===== config.mk =====
export PLATFORM = sky130hd
export DESIGN_NAME = if_stage
export DESIGN_NICKNAME = d
export VERILOG_FILES = /design/src/rtl/if_stage.sv
export SDC_FILE = /design/constraint.sdc
export NUM_CORES = 1
export LEC_CHECK = 0
export CORE_ASPECT_RATIO = 1.1
export CORE_UTILIZATION = 30
export DETAILED_ROUTE_END_ITERATION = 8
export PLACE_DENSITY_LB_ADDON = 0.1
export SLEW_MARGIN = 0
export SYNTH_ARGS = -nofsm -noshare
export SYNTH_HDL_FRONTEND = slang
export SYNTH_SLANG_ARGS = --single-unit

===== constraint.sdc =====
create_clock -name clk -period 6.05 [get_ports clk]
set_input_delay 1.815 -clock clk [delete_from_list [all_inputs] [get_ports clk]]
set_output_delay 1.815 -clock clk [all_outputs]
set_load 0.05 [all_outputs]

===== src/rtl/if_stage.sv =====
// ---------------------------------------------------------------------------
// if_stage -- instruction fetch stage with IF/ID register and one-entry skid
//
// Issues one fetch at a time to instruction memory at the current PC. The
// returned word goes into the IF/ID register, or into a one-entry skid
// buffer when decode is stalled. When a stall arrives with a word already in
// flight, the word is parked in the skid and fetching pauses (HOLD). A taken
// branch overrides everything: it redirects the PC, flushes IF/ID and drops
// the skid.
//
// Parameters
//   RESET_PC       PC loaded on reset (word aligned)
// Ports
//   clk            clock, all state on rising edge
//   rst            asynchronous active-high reset
//   imem_req       fetch request (high in FETCH, low in HOLD)
//   imem_addr      byte address of requested word (= current PC)
//   imem_ack       memory returns imem_rdata for imem_addr this cycle
//   imem_rdata     returned instruction word
//   stall          decode holds the IF/ID register
//   branch_taken   redirect request from a later stage
//   branch_target  redirect address, low two bits forced to zero
//   instruction    IF/ID instruction (zero whenever valid is low)
//   pc_plus4       IF/ID PC+4 of that instruction
//   valid          IF/ID holds a real instruction
// ---------------------------------------------------------------------------
module if_stage #(
    parameter logic [31:0] RESET_PC = 32'h0000_0000
) (
    input  logic        clk,
    input  logic        rst,
    output logic        imem_req,
    output logic [31:0] imem_addr,
    input  logic        imem_ack,
    input  logic [31:0] imem_rdata,
    input  logic        stall,
    input  logic        branch_taken,
    input  logic [31:0] branch_target,
    output logic [31:0] instruction,
    output logic [31:0] pc_plus4,
    output logic        valid
);

    typedef enum logic {
        FETCH = 1'b0,
        HOLD  = 1'b1
    } state_e;

    state_e      state_q, state_d;
    logic [31:0] pc_q, pc_d;
    logic [31:0] instr_q, instr_d;
    logic [31:0] pc4_q, pc4_d;
    logic        valid_q, valid_d;
    logic [31:0] skid_instr_q, skid_instr_d;
    logic [31:0] skid_pc4_q, skid_pc4_d;

    logic [31:0] pc_inc;
    logic [31:0] target_aligned;

    // Natural 32-bit wrap gives the modulo-2^32 PC arithmetic.
    assign pc_inc         = pc_q + 32'd4;
    assign target_aligned = branch_target & ~32'h0000_0003;

    assign imem_req    = (state_q == FETCH);
    assign imem_addr   = pc_q;
    assign instruction = instr_q;
    assign pc_plus4    = pc4_q;
    assign valid       = valid_q;

    // NOTE: every signal gets its hold value before any branch below, so no
    // path through the block leaves a signal unassigned and no latch is built.
    always_comb begin
        state_d      = state_q;
        pc_d         = pc_q;
        instr_d      = instr_q;
        pc4_d        = pc4_q;
        valid_d      = valid_q;
        skid_instr_d = skid_instr_q;
        skid_pc4_d   = skid_pc4_q;

        if (branch_taken) begin
            // Redirect wins over stall and over an ack in the same cycle.
            pc_d         = target_aligned;
            instr_d      = 32'h0;
            valid_d      = 1'b0;
            skid_instr_d = 32'h0;
            skid_pc4_d   = 32'h0;
            state_d      = FETCH;
        end else begin
            unique case (state_q)
                FETCH: begin
                    if (imem_ack) begin
                        pc_d = pc_inc;
                        if (stall) begin
                            // Decode cannot take it: park the word, stop fetching.
                            skid_instr_d = imem_rdata;
                            skid_pc4_d   = pc_inc;
                            state_d      = HOLD;
                        end else begin
                            instr_d = imem_rdata;
                            pc4_d   = pc_inc;
                            valid_d = 1'b1;
                        end
                    end else if (!stall) begin
                        // Waiting on memory: hand decode a bubble.
                        instr_d = 32'h0;
                        valid_d = 1'b0;
                    end
                end
                HOLD: begin
                    if (!stall) begin
                        instr_d = skid_instr_q;
                        pc4_d   = skid_pc4_q;
                        valid_d = 1'b1;
                        state_d = FETCH;
                    end
                end
                default: state_d = FETCH;
            endcase
        end
    end

    // NOTE: sequential state uses non-blocking assignments so every register
    // samples its next value from the same pre-edge snapshot.
    always_ff @(posedge clk or posedge rst) begin
        if (rst) begin
            state_q      <= FETCH;
            pc_q         <= RESET_PC;
            instr_q      <= 32'h0;
            pc4_q        <= 32'h0;
            valid_q      <= 1'b0;
            // NOTE: the skid is cleared on reset so no stale word can ever be
            // promoted into IF/ID after reset.
            skid_instr_q <= 32'h0;
            skid_pc4_q   <= 32'h0;
        end else begin
            state_q      <= state_d;
            pc_q         <= pc_d;
            instr_q      <= instr_d;
            pc4_q        <= pc4_d;
            valid_q      <= valid_d;
            skid_instr_q <= skid_instr_d;
            skid_pc4_q   <= skid_pc4_d;
        end
    end

endmodule

==> results of run 1 <==
metrics by stage:
step,area [um^2],instances,hold slack [ps]
floorplan,7645,827,441.3
global placement,9482,1240,451.4
detailed placement,9482,1240,461.8
CTS,10050,1271,476.6
global route,10050,1271,506.8
finish,10050,1271,473.1
state kept, by name (all words and copies together), names as in the netlist:
name / cells
imem_addr: 30
instruction: 32
pc_plus4: 31
skid_instr_q: 32
skid_pc4_q: 31
state_q: 1
valid: 1
worst max-delay path: cells and delay by family, from the launching register on:
| family | cells | cell delay (ps) |
|---|---|---|
| buffers and inverters | 2 | 880 |
| DFF | 1 | 870 |
kinds of logic after synthesis:
family,count (synthesis)
AO/OA/AOI/OAI,222
multiplexers,10
XOR/XNOR,48
AND/OR/NAND/NOR,309
adder cells (fa/ha/maj),1
other,1
flip-flops,158
buffers and inverters,77
report_power, final:
group	internal, mW	switching [mW]
Combinational	0.264	0.473
Sequential	1.16	0.0934
Clock	0.590	0.450
Total	2.01	1.02
final cells by class:
class                   instances  area (um^2)
well taps                     310        387.9
clock inverters                11        110.1
multi-input cells             592         3392
clock buffers                  20        456.7
fillers                      2524        14650
repair buffers                175         1724
flip-flops and latches        158         3955
inverters                       5        22.52
worst max path at each step:
stage	end	slack [ps]	cells past startpoint
after floorplan	imem_addr[10]$_DFFE_PP0N_	2230	1
after global placement	skid_instr_q[21]$_DFFE_PP0P_	1760	7
after detailed placement	skid_instr_q[6]$_DFFE_PP0P_	1760	7
after CTS	imem_req	2000	2
after global routing	imem_req	1930	2
final	imem_req	2070	2
layer usage:
layer,vias to the layer above,wire (um),track usage
li1,3147,-,-
met1,3069,10910,0.2467
met2,139,10590,0.2893
met3,11,1058,0.03984
met4,0,168,0.05130
met5,-,0,0
cell usage in the layout, fill, tap and decap left out, types with 6 or more instances in the layout:
| cell | instances |
|---|---|
| nor2_1 | 72 |
| nand2b_1 | 8 |
| nand2_1 | 103 |
| xnor2_1 | 36 |
| o31a_1 | 6 |
| clkbuf_16 | 17 |
| and4_1 | 6 |
| nand4_1 | 11 |
| and3_1 | 8 |
| nand3_1 | 51 |
| buf_4 | 13 |
| a22o_1 | 36 |
| a21oi_1 | 78 |
| o21ai_0 | 62 |
| clkdlybuf4s50_1 | 160 |
| xor2_1 | 12 |
| nor4_1 | 11 |
| dfrtp_1 | 157 |
| nor3_1 | 14 |
| a211oi_1 | 11 |
==> metrics.cfg, run 1 <==
[critical_path]
worst_setup_path_start_kind = flop
critPathLaunch = state_q$_DFF_PP0_
r2r-start = state_q$_DFF_PP0_
path_max_fanout = 36
worstPathArrival_ps = 2160
crit_type = flop to output port
rrSetupSlack_ps = 3410
ff2ff_path_depth = 5
crit_chain = inv_1 > clkdlybuf4s50_1
cp.required_ps = 4240
endpoint_kind = output port
cpPeakStageDelay_ps = 870
worst_r2r_endpoint = imem_addr[20]$_DFFE_PP0N_
critPathSlowestCell = dfrtp_2

[floorplanning]
die_x_um = 154.1
dieArea_um2 = 26100
rows = 60
die_h_um = 169.3
ios = 167
core_area_um2 = 24700
start_util = 0.3092

[routing]
vias_per_cell = 5.009
firstDrtPassIters = 4
routedWlPerCell_um = 17.88
drt_iter0_drc = 294
routed_wl_mm = 22.72
drcViolationCount = 0
route.vias.total = 6366
antenna_left = 0

[cells_and_area]
syn_to_final_growth_pct = 31.57
diodes = 0
nets = 1019
final_util = 0.4068
layout-drive-gt1-share = 0.06660

[cts]
numCtsBuffers = 17
cts_tree = yes
cts-root-buf = clkbuf_16
insertion_delay_ps = 420
cts-hold-fix-buffers = 0
cts_resized = 0
clk_path_buf_depth = 2
clkTransAtPathRegs_ps = 60
post_cts_buffers = 0
cts_sinks = 158
cts.htree.levels = 4

[run]
cap_violations = 0

[synth]
synth_top_family_by_area = simple AND/OR/NAND/NOR gates
synthTopCellsByArea = dfrtp_1 52%, a21oi_1 5.1%, nand2_1 5.1%, o21ai_0 4.1%, a22o_1 4.1%
synth_compound_area_frac = 0.1776
synth_simple_gate_area_frac = 0.1913
synth_xor_area_frac = 0.05505
netlist_instances = 826
synthFlopType = dfrtp_1
synthAdderAreaFrac = 0.001638
synth_area_per_cell_um2 = 9.246
syn_area_um2 = 7637
synth_largest_area_cell = dfrtp_1
synth_seq_cells = 158
synth.mux.area_fraction = 0.01442
synthDominantCellAreaShare = 0.5177
synth_cell_type_count = 50
ys_seq_area_frac = 0.5177
yosys_warnings = 0
synthTopCellsByCount = 158 x dfrtp_1, 103 x nand2_1, 78 x a21oi_1
synthArstFlopShare = 1.000
synth_most_common_cell = dfrtp_1
synth-edff-count = 0

[sta]
max_slew.worst_pin.slew_ps = 1049
setup_slack_ps = 2072
fin_worst_skew_ps = 13.08
fmax_ghz = 0.2514
setup_tns_ps = 0
hold_violations = 0
rsz0062_at_grt = no
max_slew_margin = 0.2989
min_period_ps = 3978
setup_viol = 0
drv_slew = 0
min_period_over_period = 0.6576

[place]
dp_hpwl_mm = 14.65
pre_cts_slack_ps = 1761
io_buffers = 162
gp_congestion = 0.7909

[power_and_ir_drop]
total_power_mw = 3.029
power_density_nw_per_um2 = 301.4
ir_worst_vdd_uv = 140.5
p_leak_nw = 4.021

[hold_path]
min_from = skid_pc4_q[19]$_DFFE_PP0P_
holdCritPathClass = flop to flop
hold-path-endpoint = skid_pc4_q[19]$_DFFE_PP0P_
holdPathStages = 2

[global_route]
antenna_found_initial = 0
grt_max_degree = 101
grt_use_total = 0.1814
gr-total-overflow = 0
grt_pass1_vias = 6372
grt_pass1_wl_mm = 36.78

[outcome]
status = complete, no violations

No activity file was read; power rests on OpenSTA's default activity.
==> inputs of run 2 (changes only) <==
Clock period 6.05 ns to 3.9 ns, I/O delays scaled along.
==> run 2 against run 1 <==
Compared with the run above: global-route usage decreased by 0.22 points; die area unchanged; sequential power rose by 55%; clock power up 67%; register-to-register slack lost 1900 ps; final area is 1.3% higher; hold slack hardly changed; flip-flop and latch count unchanged; routed wire length shrank 0.45%; critical path depth rose by 4; largest power group unchanged.
==> metrics.cfg, run 2 (same netlist as run 1, synthesis figures left out) <==
[outcome]
status = complete, no violations

[sta]
hold_violations = 0
fin_hold_ws_ps = 473.0
rsz0062_at_grt = no
max_slew_margin = 0.4390
fmax_ghz = 0.3267
setup_tns_ps = 0
min_period_over_period = 0.7848
setup_slack_ps = 839.3
drv_slew = 0
min_period_ps = 3061
setup_viol = 0
fin_worst_skew_ps = 11.19
max_slew.worst_pin.slew_ps = 841.4

[routing]
vias_per_cell = 5.062
route.vias.total = 6464
drcViolationCount = 0
antenna_left = 0
firstDrtPassIters = 4
routed_wl_mm = 22.62
drt_iter0_drc = 344
routedWlPerCell_um = 17.71

[place]
io_buffers = 162
pre_cts_slack_ps = 411.9
dp_hpwl_mm = 14.85
dpl_cell_area_um2 = 9567
gp_congestion = 0.7891
dp_cells = 1245

[global_route]
grt_pass1_vias = 6330
antenna_found_initial = 0
grt_max_degree = 78
gr-total-overflow = 0
grt_pass1_wl_mm = 36.28
grt_use_total = 0.1792

[cells_and_area]
layout-drive-gt1-share = 0.07342
syn_to_final_growth_pct = 33.27
fill_cells = 2467
final_util = 0.4121
design_area_um2 = 10180
nets = 1024
fin_cells = 1277
diodes = 0
final_cell_mix = 159 x clkdlybuf4s50_1, 157 x dfrtp_1, 103 x nand2_1
final_common_cell = clkdlybuf4s50_1

[cts]
clk_path_buf_depth = 2
cts-hold-fix-buffers = 0
cts_tree = yes
cts-root-buf = clkbuf_16
cts.htree.levels = 4
insertion_delay_ps = 420
post_cts_buffers = 0
numCtsBuffers = 17
cts_sinks = 158
clkTransAtPathRegs_ps = 70
cts_resized = 0

[critical_path]
endpoint_kind = flop
cp.required_ps = 4180
path_max_fanout = 10
crit_type = input port to flop
worst_setup_path_start_kind = input port
worstPathArrival_ps = 3340

[floorplanning]
core_area_um2 = 24700
die_h_um = 169.3
rows = 60
die_x_um = 154.1
ios = 167
dieArea_um2 = 26100
start_util = 0.3092

[hold_path]
holdCritPathClass = flop to flop

[power_and_ir_drop]
p_leak_nw = 4.096
total_power_mw = 4.837
power_density_nw_per_um2 = 475.2
ir_worst_vdd_uv = 190.6

[run]
cap_violations = 0

-- run 2: cell count changes in the layout (fill, tap and decap cells not counted), sizes merged --
cell / delta
clkbuf: -2
buf: +6
clkinv: -1
bufinv: +2
inv: +4
clkinvlp: -2
clkdlybuf4s50: -1
-- run 2: power breakdown --
part | switching, mW | total, mW | internal [mW] | leakage (nW)
Sequential | 0.140 | 1.94 | 1.80 | 2.04
Combinational | 0.738 | 1.16 | 0.418 | 1.76
Clock | 0.720 | 1.74 | 1.02 | 0.300
Total | 1.60 | 4.84 | 3.24 | 4.10
-- run 2: path summary, 6_finish.rpt --
check | slack (ps) | depth (start not counted) | end | start
max | 840 | 6 | imem_addr[11]$_DFFE_PP0N_ | imem_ack
min | 470 | 2 | skid_pc4_q[19]$_DFFE_PP0P_ | skid_pc4_q[19]$_DFFE_PP0P_
max reg2reg | 1470 | 5 | pc_plus4[25]$_DFFE_PP0P_ | imem_addr[5]$_DFFE_PP0N_
min reg2reg | 470 | 2 | skid_pc4_q[19]$_DFFE_PP0P_ | skid_pc4_q[19]$_DFFE_PP0P_
max in group asynchronous | 2200 | 3 | skid_pc4_q[20]$_DFFE_PP0P_ | rst
min in group asynchronous | 1090 | 2 | skid_instr_q[29]$_DFFE_PP0P_ | rst
-- run 2: worst max-delay path: stages --
cell and delay [ps]:
clkdlybuf4s50_1 540, nor2b_1 460, nand2_1 490, nor4_1 420
xnor2_1 170, o21ai_0 90
-- run 2: layout make-up --
cell class	count	area, um^2	area share
flip-flops and latches	158	3955	0.3886
well taps	310	387.9	0.03811
clock buffers	18	429.2	0.04216
clock inverters	14	182.7	0.01795
repair buffers	180	1809	0.1778
multi-input cells	592	3392	0.3333
inverters	5	22.52	0.002213
-- run 2: routing by layer --
layer	share of wire	up-vias	global-route usage
li1	-	3160	-
met1	0.49	3117	0.2478
met2	0.46	167	0.2832
met3	0.044	20	0.03779
met4	0.011	0	0.04913
met5	0	-	0
